==> config.mk <==
export PLATFORM = sky130hd
export DESIGN_NAME = serial_adder
export DESIGN_NICKNAME = d
export VERILOG_FILES = /design/src/rtl/serial_adder.sv
export SDC_FILE = /design/constraint.sdc
export NUM_CORES = 1
export LEC_CHECK = 0
export BUFFER_PORTS_ARGS = -buffer_cell sky130_fd_sc_hd__buf_4
export CAP_MARGIN = 20
export CORE_MARGIN = 5
export CORE_UTILIZATION = 57
export CTS_BUF_LIST = sky130_fd_sc_hd__clkbuf_8
export CTS_CLUSTER_SIZE = 30
export DETAILED_ROUTE_END_ITERATION = 12
export PLACE_DENSITY = 0.92
export SLEW_MARGIN = 20
export SYNTH_ARGS = -nofsm -noshare
export SYNTH_HDL_FRONTEND = slang
export SYNTH_SLANG_ARGS = --single-unit
==> constraint.sdc <==
create_clock -name clk -period 1.86 [get_ports clk]
set_clock_uncertainty 0.15 [all_clocks]
set_input_delay 0.186 -clock clk [delete_from_list [all_inputs] [get_ports clk]]
set_output_delay 0.186 -clock clk [all_outputs]
set_load 0.03 [all_outputs]
==> src/rtl/serial_adder.sv <==
// ---------------------------------------------------------------------------
// serial_adder
// Bit-serial WIDTH-bit unsigned adder. One full-adder slice plus a carry
// flip-flop adds two captured operands LSB-first, one bit per clock. Each sum
// bit is streamed while it is produced; the parallel sum and carry-out are
// registered at the last bit and flagged with a one-cycle done pulse.
//
// Ports
//   clk        rising-edge clock
//   rst_n      asynchronous active-low reset
//   start      request, sampled only in IDLE
//   ip1, ip2   addends, captured on the accepting edge
//   busy       high while the addition is running
//   sum_valid  qualifies sum_bit (same as busy)
//   sum_bit    current sum bit, LSB first; 0 outside RUN
//   done       one-cycle pulse after the last bit; sum/carry valid
//   sum        parallel result, (ip1 + ip2) mod 2^WIDTH, held until next done
//   carry      carry-out of bit WIDTH-1, held until next done
// ---------------------------------------------------------------------------
module serial_adder #(
  parameter int WIDTH = 8
) (
  input  logic             clk,
  input  logic             rst_n,
  input  logic             start,
  input  logic [WIDTH-1:0] ip1,
  input  logic [WIDTH-1:0] ip2,
  output logic             busy,
  output logic             sum_valid,
  output logic             sum_bit,
  output logic             done,
  output logic [WIDTH-1:0] sum,
  output logic             carry
);

  localparam int CW = $clog2(WIDTH);
  localparam logic [CW-1:0] LAST_BIT = CW'(WIDTH - 1);

  typedef enum logic [1:0] {
    IDLE = 2'd0,
    RUN  = 2'd1,
    DONE = 2'd2
  } state_t;

  state_t           state_q, state_d;
  logic [WIDTH-1:0] a_sh_q, a_sh_d;
  logic [WIDTH-1:0] b_sh_q, b_sh_d;
  logic [WIDTH-1:0] s_sh_q, s_sh_d;
  logic [WIDTH-1:0] sum_q, sum_d;
  logic             c_q, c_d;
  logic             carry_q, carry_d;
  logic [CW-1:0]    cnt_q, cnt_d;

  // Full-adder slice on the current operand LSBs and the stored carry.
  logic slice_sum;
  logic slice_carry;
  assign slice_sum   = a_sh_q[0] ^ b_sh_q[0] ^ c_q;
  assign slice_carry = (a_sh_q[0] & b_sh_q[0]) | (a_sh_q[0] & c_q) | (b_sh_q[0] & c_q);

  // The oldest sum bit falls off the end of the shift register on every
  // shift; the completed result is taken from the shifted-in value instead.
  logic s_sh_unused;
  assign s_sh_unused = s_sh_q[0];

  // Next-state and datapath logic.
  // NOTE: every signal assigned here gets a hold value first, so no path
  // leaves it unassigned and no latch is inferred.
  always_comb begin
    state_d = state_q;
    a_sh_d  = a_sh_q;
    b_sh_d  = b_sh_q;
    s_sh_d  = s_sh_q;
    c_d     = c_q;
    cnt_d   = cnt_q;
    sum_d   = sum_q;
    carry_d = carry_q;

    unique case (state_q)
      IDLE: begin
        if (start) begin
          // sum/carry deliberately untouched: they keep the previous result.
          a_sh_d  = ip1;
          b_sh_d  = ip2;
          s_sh_d  = '0;
          c_d     = 1'b0;
          cnt_d   = '0;
          state_d = RUN;
        end
      end
      RUN: begin
        a_sh_d = a_sh_q >> 1;
        b_sh_d = b_sh_q >> 1;
        s_sh_d = {slice_sum, s_sh_q[WIDTH-1:1]};
        c_d    = slice_carry;
        cnt_d  = cnt_q + 1'b1;
        if (cnt_q == LAST_BIT) begin
          sum_d   = {slice_sum, s_sh_q[WIDTH-1:1]};
          carry_d = slice_carry;
          state_d = DONE;
        end
      end
      DONE: begin
        state_d = IDLE;
      end
      default: begin
        state_d = IDLE;
      end
    endcase
  end

  // State register. Every register is cleared so a mid-run reset discards
  // the partial result and the held sum/carry alike.
  // NOTE: sequential state uses non-blocking assignments so all registers
  // update together from values sampled before the edge.
  always_ff @(posedge clk or negedge rst_n) begin
    if (!rst_n) begin
      state_q <= IDLE;
      a_sh_q  <= '0;
      b_sh_q  <= '0;
      s_sh_q  <= '0;
      c_q     <= 1'b0;
      cnt_q   <= '0;
      sum_q   <= '0;
      carry_q <= 1'b0;
    end else begin
      state_q <= state_d;
      a_sh_q  <= a_sh_d;
      b_sh_q  <= b_sh_d;
      s_sh_q  <= s_sh_d;
      c_q     <= c_d;
      cnt_q   <= cnt_d;
      sum_q   <= sum_d;
      carry_q <= carry_d;
    end
  end

  // Outputs decode registered state only; no input reaches an output
  // combinationally.
  assign busy      = (state_q == RUN);
  assign sum_valid = (state_q == RUN);
  assign sum_bit   = (state_q == RUN) & slice_sum;
  assign done      = (state_q == DONE);
  assign sum       = sum_q;
  assign carry     = carry_q;

endmodule

# After elaboration in Yosys (flattened, before gate mapping)
# Index checks and enable logic that the tools add are counted.
[op_classes] reduce_logical=5 n_addsub=1 mux=13 n_bitwise=8 eq_ne=5
[ops] op="one-hot mux 8 bit (2 select lines)" count=3
[ops] op="two-way mux 8 bit" count=3
[ops] op="one-hot mux 3 bit (2 select lines)" count=1
[ops] op="AND reduction 2 bit" count=3
[ops] op="bitwise AND 1 bit" count=4
[ops] op="two-way mux 2 bit" count=2
[ops] op="one-hot mux 2 bit (2 select lines)" count=1
[ops] op="adder 3 x 1 -> 3 bit (second input constant)" count=1
[ops] op="== test 3 bit (second input constant)" count=1
[ops] op="two-way mux 3 bit" count=1
[ops] op="== test 2 x 1 -> 1 bit (second input constant)" count=1
[ops] op="== test 2 bit (second input constant)" count=1
[ops] op="zero test 2 bit" count=1
[ops] op="!= test 2 x 1 -> 1 bit (second input constant)" count=1
[ops] op="!= test 2 bit (second input constant)" count=1
[ops] op="bitwise OR 1 bit" count=2
[ops] op="one-hot mux 1 bit (2 select lines)" count=1
[ops] op="nonzero test 2 bit" count=1
[ops] op="XOR 1 bit" count=2
[ops] op="two-way mux 1 bit" count=1
[totals] word_cells=40 register_bits=39

# Depth between registers and ports, before layout
[logic_depth] word_depth=4 depth_mapped=5 mapped_depth_nobuf=4

# Worst setup path after synthesis
# No wires, ideal clock.
[synth_timing] path_type="register -> output" startpoint="reg a_sh_q[0]" endpoint="out sum_bit" slack_ns=0.288 stages_incl_launch_ff=3 n_path_buf=0 t_required_ns=1.524 t_arrival_ns=1.236 cell_sequence="dfrtp_1 fa_1 and2_1"
[synth_between] elab_chain_cells=3
[synth_lines] element="start, declared" line_no="46" text="logic [WIDTH-1:0] a_sh_q, a_sh_d;"
[synth_lines] element="start signal, assigned" line_no="127" text="a_sh_q <= a_sh_d;"
[synth_lines] element="XOR 1 bit (2 in a row)" line_no="57" text="assign slice_sum = a_sh_q[0] ^ b_sh_q[0] ^ c_q;"
[synth_lines] element="named net slice_sum" line_no="55" text="logic slice_sum;"
[synth_lines] element="bitwise AND 1 bit" line_no="141" text="assign sum_bit = (state_q == RUN) & slice_sum;"
[synth_lines] element="end, declared" line_no="30" text="output logic sum_bit,"
# The timed path passes the listed nets, and every way through them passes these cells.

# Worst setup path after layout
# Same ends and word-level chain as after synthesis.

==> impl_metrics.py <==
metrics = {
    "hold_path": {
        "min_path_cells": 3,
        "worstHoldEndpoint": "a_sh_q[4]$_DFFE_PN0P_",
        "worstHoldStart": "ip1[4]",
        "hold_class": "input pin to flip-flop",
    },
    "final_layout": {
        "n_fill_cell": 236,
        "diodes": 0,
        "regArea_um2": 950.9,
        "final_cells": 220,
        "layout-drive-gt1-share_pct": 33.52,
        "post-route-util_pct": 71.10,
        "nets": 197,
        "area_growth_pct": 18.98,
        "multi_input_area_um2": 724.4,
    },
    "floorplanning": {
        "top_level_ports": 32,
        "die_h_um": 66.81,
        "start_util_pct": 59.76,
        "num_rows": 20,
        "dieArea_um2": 4463,
        "core_area_um2": 3078,
        "die_w_um": 66.81,
    },
    "synth": {
        "synth-edff-count": 0,
        "yosysWarnings": 0,
        "synth_cell_types": 28,
        "synth_seq_area_share_pct": 51.70,
        "synth_top_area_share_pct": 51.70,
        "syn-num-nets": 168,
        "postSynthCellCount": 146,
        "yosysTopAreaCell": "dfrtp_1",
        "avgSynthCellArea_um2": 12.60,
        "ys_ff_latch": 38,
        "ys.flop_type": "dfrtp_1",
        "synthTopCellsByArea": "dfrtp_1 52%, mux2_4 7.3%, nor4b_1 6.7%",
        "netlist_area_um2": 1839,
        "postSynth.asyncResetShare_pct": 100.0,
    },
    "detailed_routing": {
        "drc": 0,
        "first_iter_violations": 51,
        "vias": 1227,
        "ant_nets": 0,
        "dr.pass1.iters": 4,
        "wire_per_inst_um": 16.00,
        "routed_wl_um": 3519,
        "viasPerCell": 5.577,
    },
    "grt": {
        "grt_usage_pct": 18.39,
        "grt_pass1_vias": 1263,
        "grt_pass1_wl_um": 5968,
        "overflow": 0,
        "grt_max_degree": 39,
        "antenna_found_initial": 0,
    },
    "timing": {
        "whs_ns": 0.09626,
        "hold_viol_final": 0,
        "post-route-min-period_ns": 1.859,
        "maxSlewViolCount": 0,
        "fmax_mhz": 537.9,
        "setup_viol": 0,
        "max_slew_margin_pct": 58.53,
        "tightest_slew_ns": 0.6204,
        "fin_crit_sh_pct": 99.96,
        "tns_ns": 0,
        "rsz0062_at_grt": "yes",
    },
    "critical_path": {
        "crit_buf_inv": 1,
        "arrival_ns": 1.52,
        "critical_path_class": "flip-flop to primary output",
        "cp_cell_sequence": "fa_1 > and2_4 > buf_6",
        "cp.required_ns": 1.52,
        "worst-path-max-fanout": 2,
        "cp-start-kind": "flip-flop",
        "crit_slowest_cell": "fa_1",
        "endpoint_kind": "primary output",
        "rr_worst_depth": 4,
        "r2r_start": "a_sh_q[0]$_DFFE_PN0P_",
        "rr_endpoint": "sum[7]$_DFFE_PN0P_",
        "r2r_slack_ns": 0.19,
        "slowest_delay_ns": 0.56,
        "crit_family": "adder cells",
    },
    "clock_network": {
        "cts_tree": "done",
        "cts_max_level": 2,
        "clk_pin_slew_ns": 0.07,
        "cts-root-buf": "clkbuf_8",
        "clockBufferDepth": 2,
        "cts.sink_count": 38,
        "worstSkewPairLatency_ns": 0.30,
        "cts_made_buffers": 5,
    },
    "placement": {
        "port_buffers": 31,
        "dpl.hpwl_um": 2387,
        "dp_cells": 209,
        "place.gp.congestion": 0.7870,
    },
    "job": {
        "cap_violations": 0,
    },
    "pwr": {
        "power.total_mw": 4.044,
        "p_leak_nw": 1.048,
        "peakVddDrop_v": 0.0007716,
        "power_density_nw_per_um2": 1848,
    },
    "status": {
        "status": "finished, final reports clean",
    },
}
-- sequential cells by signal, indices dropped and copies added (netlist names) --
name / cells
a_sh_q: 8
sum: 8
carry: 1
b_sh_q: 8
state_q: 2
cnt_q: 3
s_sh_q: 7
c_q: 1
-- report_power, final --
| part | switching, mW | total, mW | internal (mW) |
|---|---|---|---|
| registers | 0.264 | 1.48 | 1.22 |
| clock network | 0.302 | 0.701 | 0.398 |
| logic | 0.931 | 1.86 | 0.933 |
| total | 1.50 | 4.04 | 2.55 |
-- placed cells by master (no fill, tap or decap), types with 2 or more instances in the layout --
cell and count:
a221oi_1 2, clkbuf_8 5, nand2b_1 2, buf_4 35
inv_1 16, nor3b_1 12, a22o_1 10, ha_1 2
a211oi_1 12, clkinvlp_4 2, dfrtp_1 38, mux2_4 9
nor4b_1 14
-- synthesized netlist by cell type, types with 2 or more instances --
cell and count:
ha_1 2, nand2b_1 2, clkbuf_1 3, mux2_4 9, inv_1 16, buf_4 4
buf_6 4, nor4b_1 14, buf_2 4, a22o_1 10, nor3b_1 12, dfrtp_1 38
a221oi_1 2, a211oi_1 12
-- metrics by stage --
stage                     worst slack [ns]  area (um^2)
after global placement              0.3039         2043
after floorplan                     0.2878         1839
after CTS                         -0.01299         2181
final                            0.0007715         2188
after detailed placement            0.2698         2043
after global routing              -0.05057         2188
-- layout make-up --
cell class	instances	share of cell area, %
inverters	16	2.744
repair buffers	37	12.98
clock inverters	3	2.058
multi-input cells	77	33.10
well taps	44	2.516
clock buffers	5	3.145
flip-flops and latches	38	43.45
-- worst register-to-register path, delay by kind of cell, from the launching register on --
family	cells	cell delay, ns
adder cells (fa/ha/maj)	1	0.50
flip-flops	1	0.40
multiplexers	1	0.25
buffers and inverters	2	0.26
-- metal layers --
| metal | global-route usage, % | wire [um] | vias to the layer above |
|---|---|---|---|
| li1 | - | - | 582 |
| met1 | 23.01 | 1540 | 609 |
| met2 | 29.58 | 1696 | 28 |
| met3 | 4.384 | 201 | 8 |
| met4 | 9.137 | 81 | 0 |
| met5 | 0 | 0 | - |
-- worst max-delay path by stage --
| stage | startpoint | to | slack, ns | cells past startpoint |
|---|---|---|---|---|
| floorplan | a_sh_q[0]$_DFFE_PN0P_ | sum_bit | 0.29 | 2 |
| global placement | a_sh_q[0]$_DFFE_PN0P_ | sum_bit | 0.30 | 3 |
| detailed placement | cnt_q[0]$_DFFE_PN0P_ | carry$_DFFE_PN0P_ | 0.27 | 4 |
| CTS | c_q$_DFFE_PN0P_ | sum_bit | -0.01 | 3 |
| global route | a_sh_q[0]$_DFFE_PN0P_ | sum_bit | -0.05 | 3 |
| finish | a_sh_q[0]$_DFFE_PN0P_ | sum_bit | 0.0008 | 3 |
-- cell families after synthesis --
family | share of synthesized area (%)
compound gates | 12.79
fa+ha+maj | 2.449
buf+inv | 9.048
flops | 51.70
mux | 7.959
simple gates | 16.06
-- timing repair --
action,in CTS,in global routing
endpoints found under the setup margin,1,1
resized for setup,2,0
pin swaps,1,1
hold buffers,1,0
endpoints found under the hold margin,38,0
buffers inserted,1,1
Note: power is estimated with default switching activity, not from simulation.
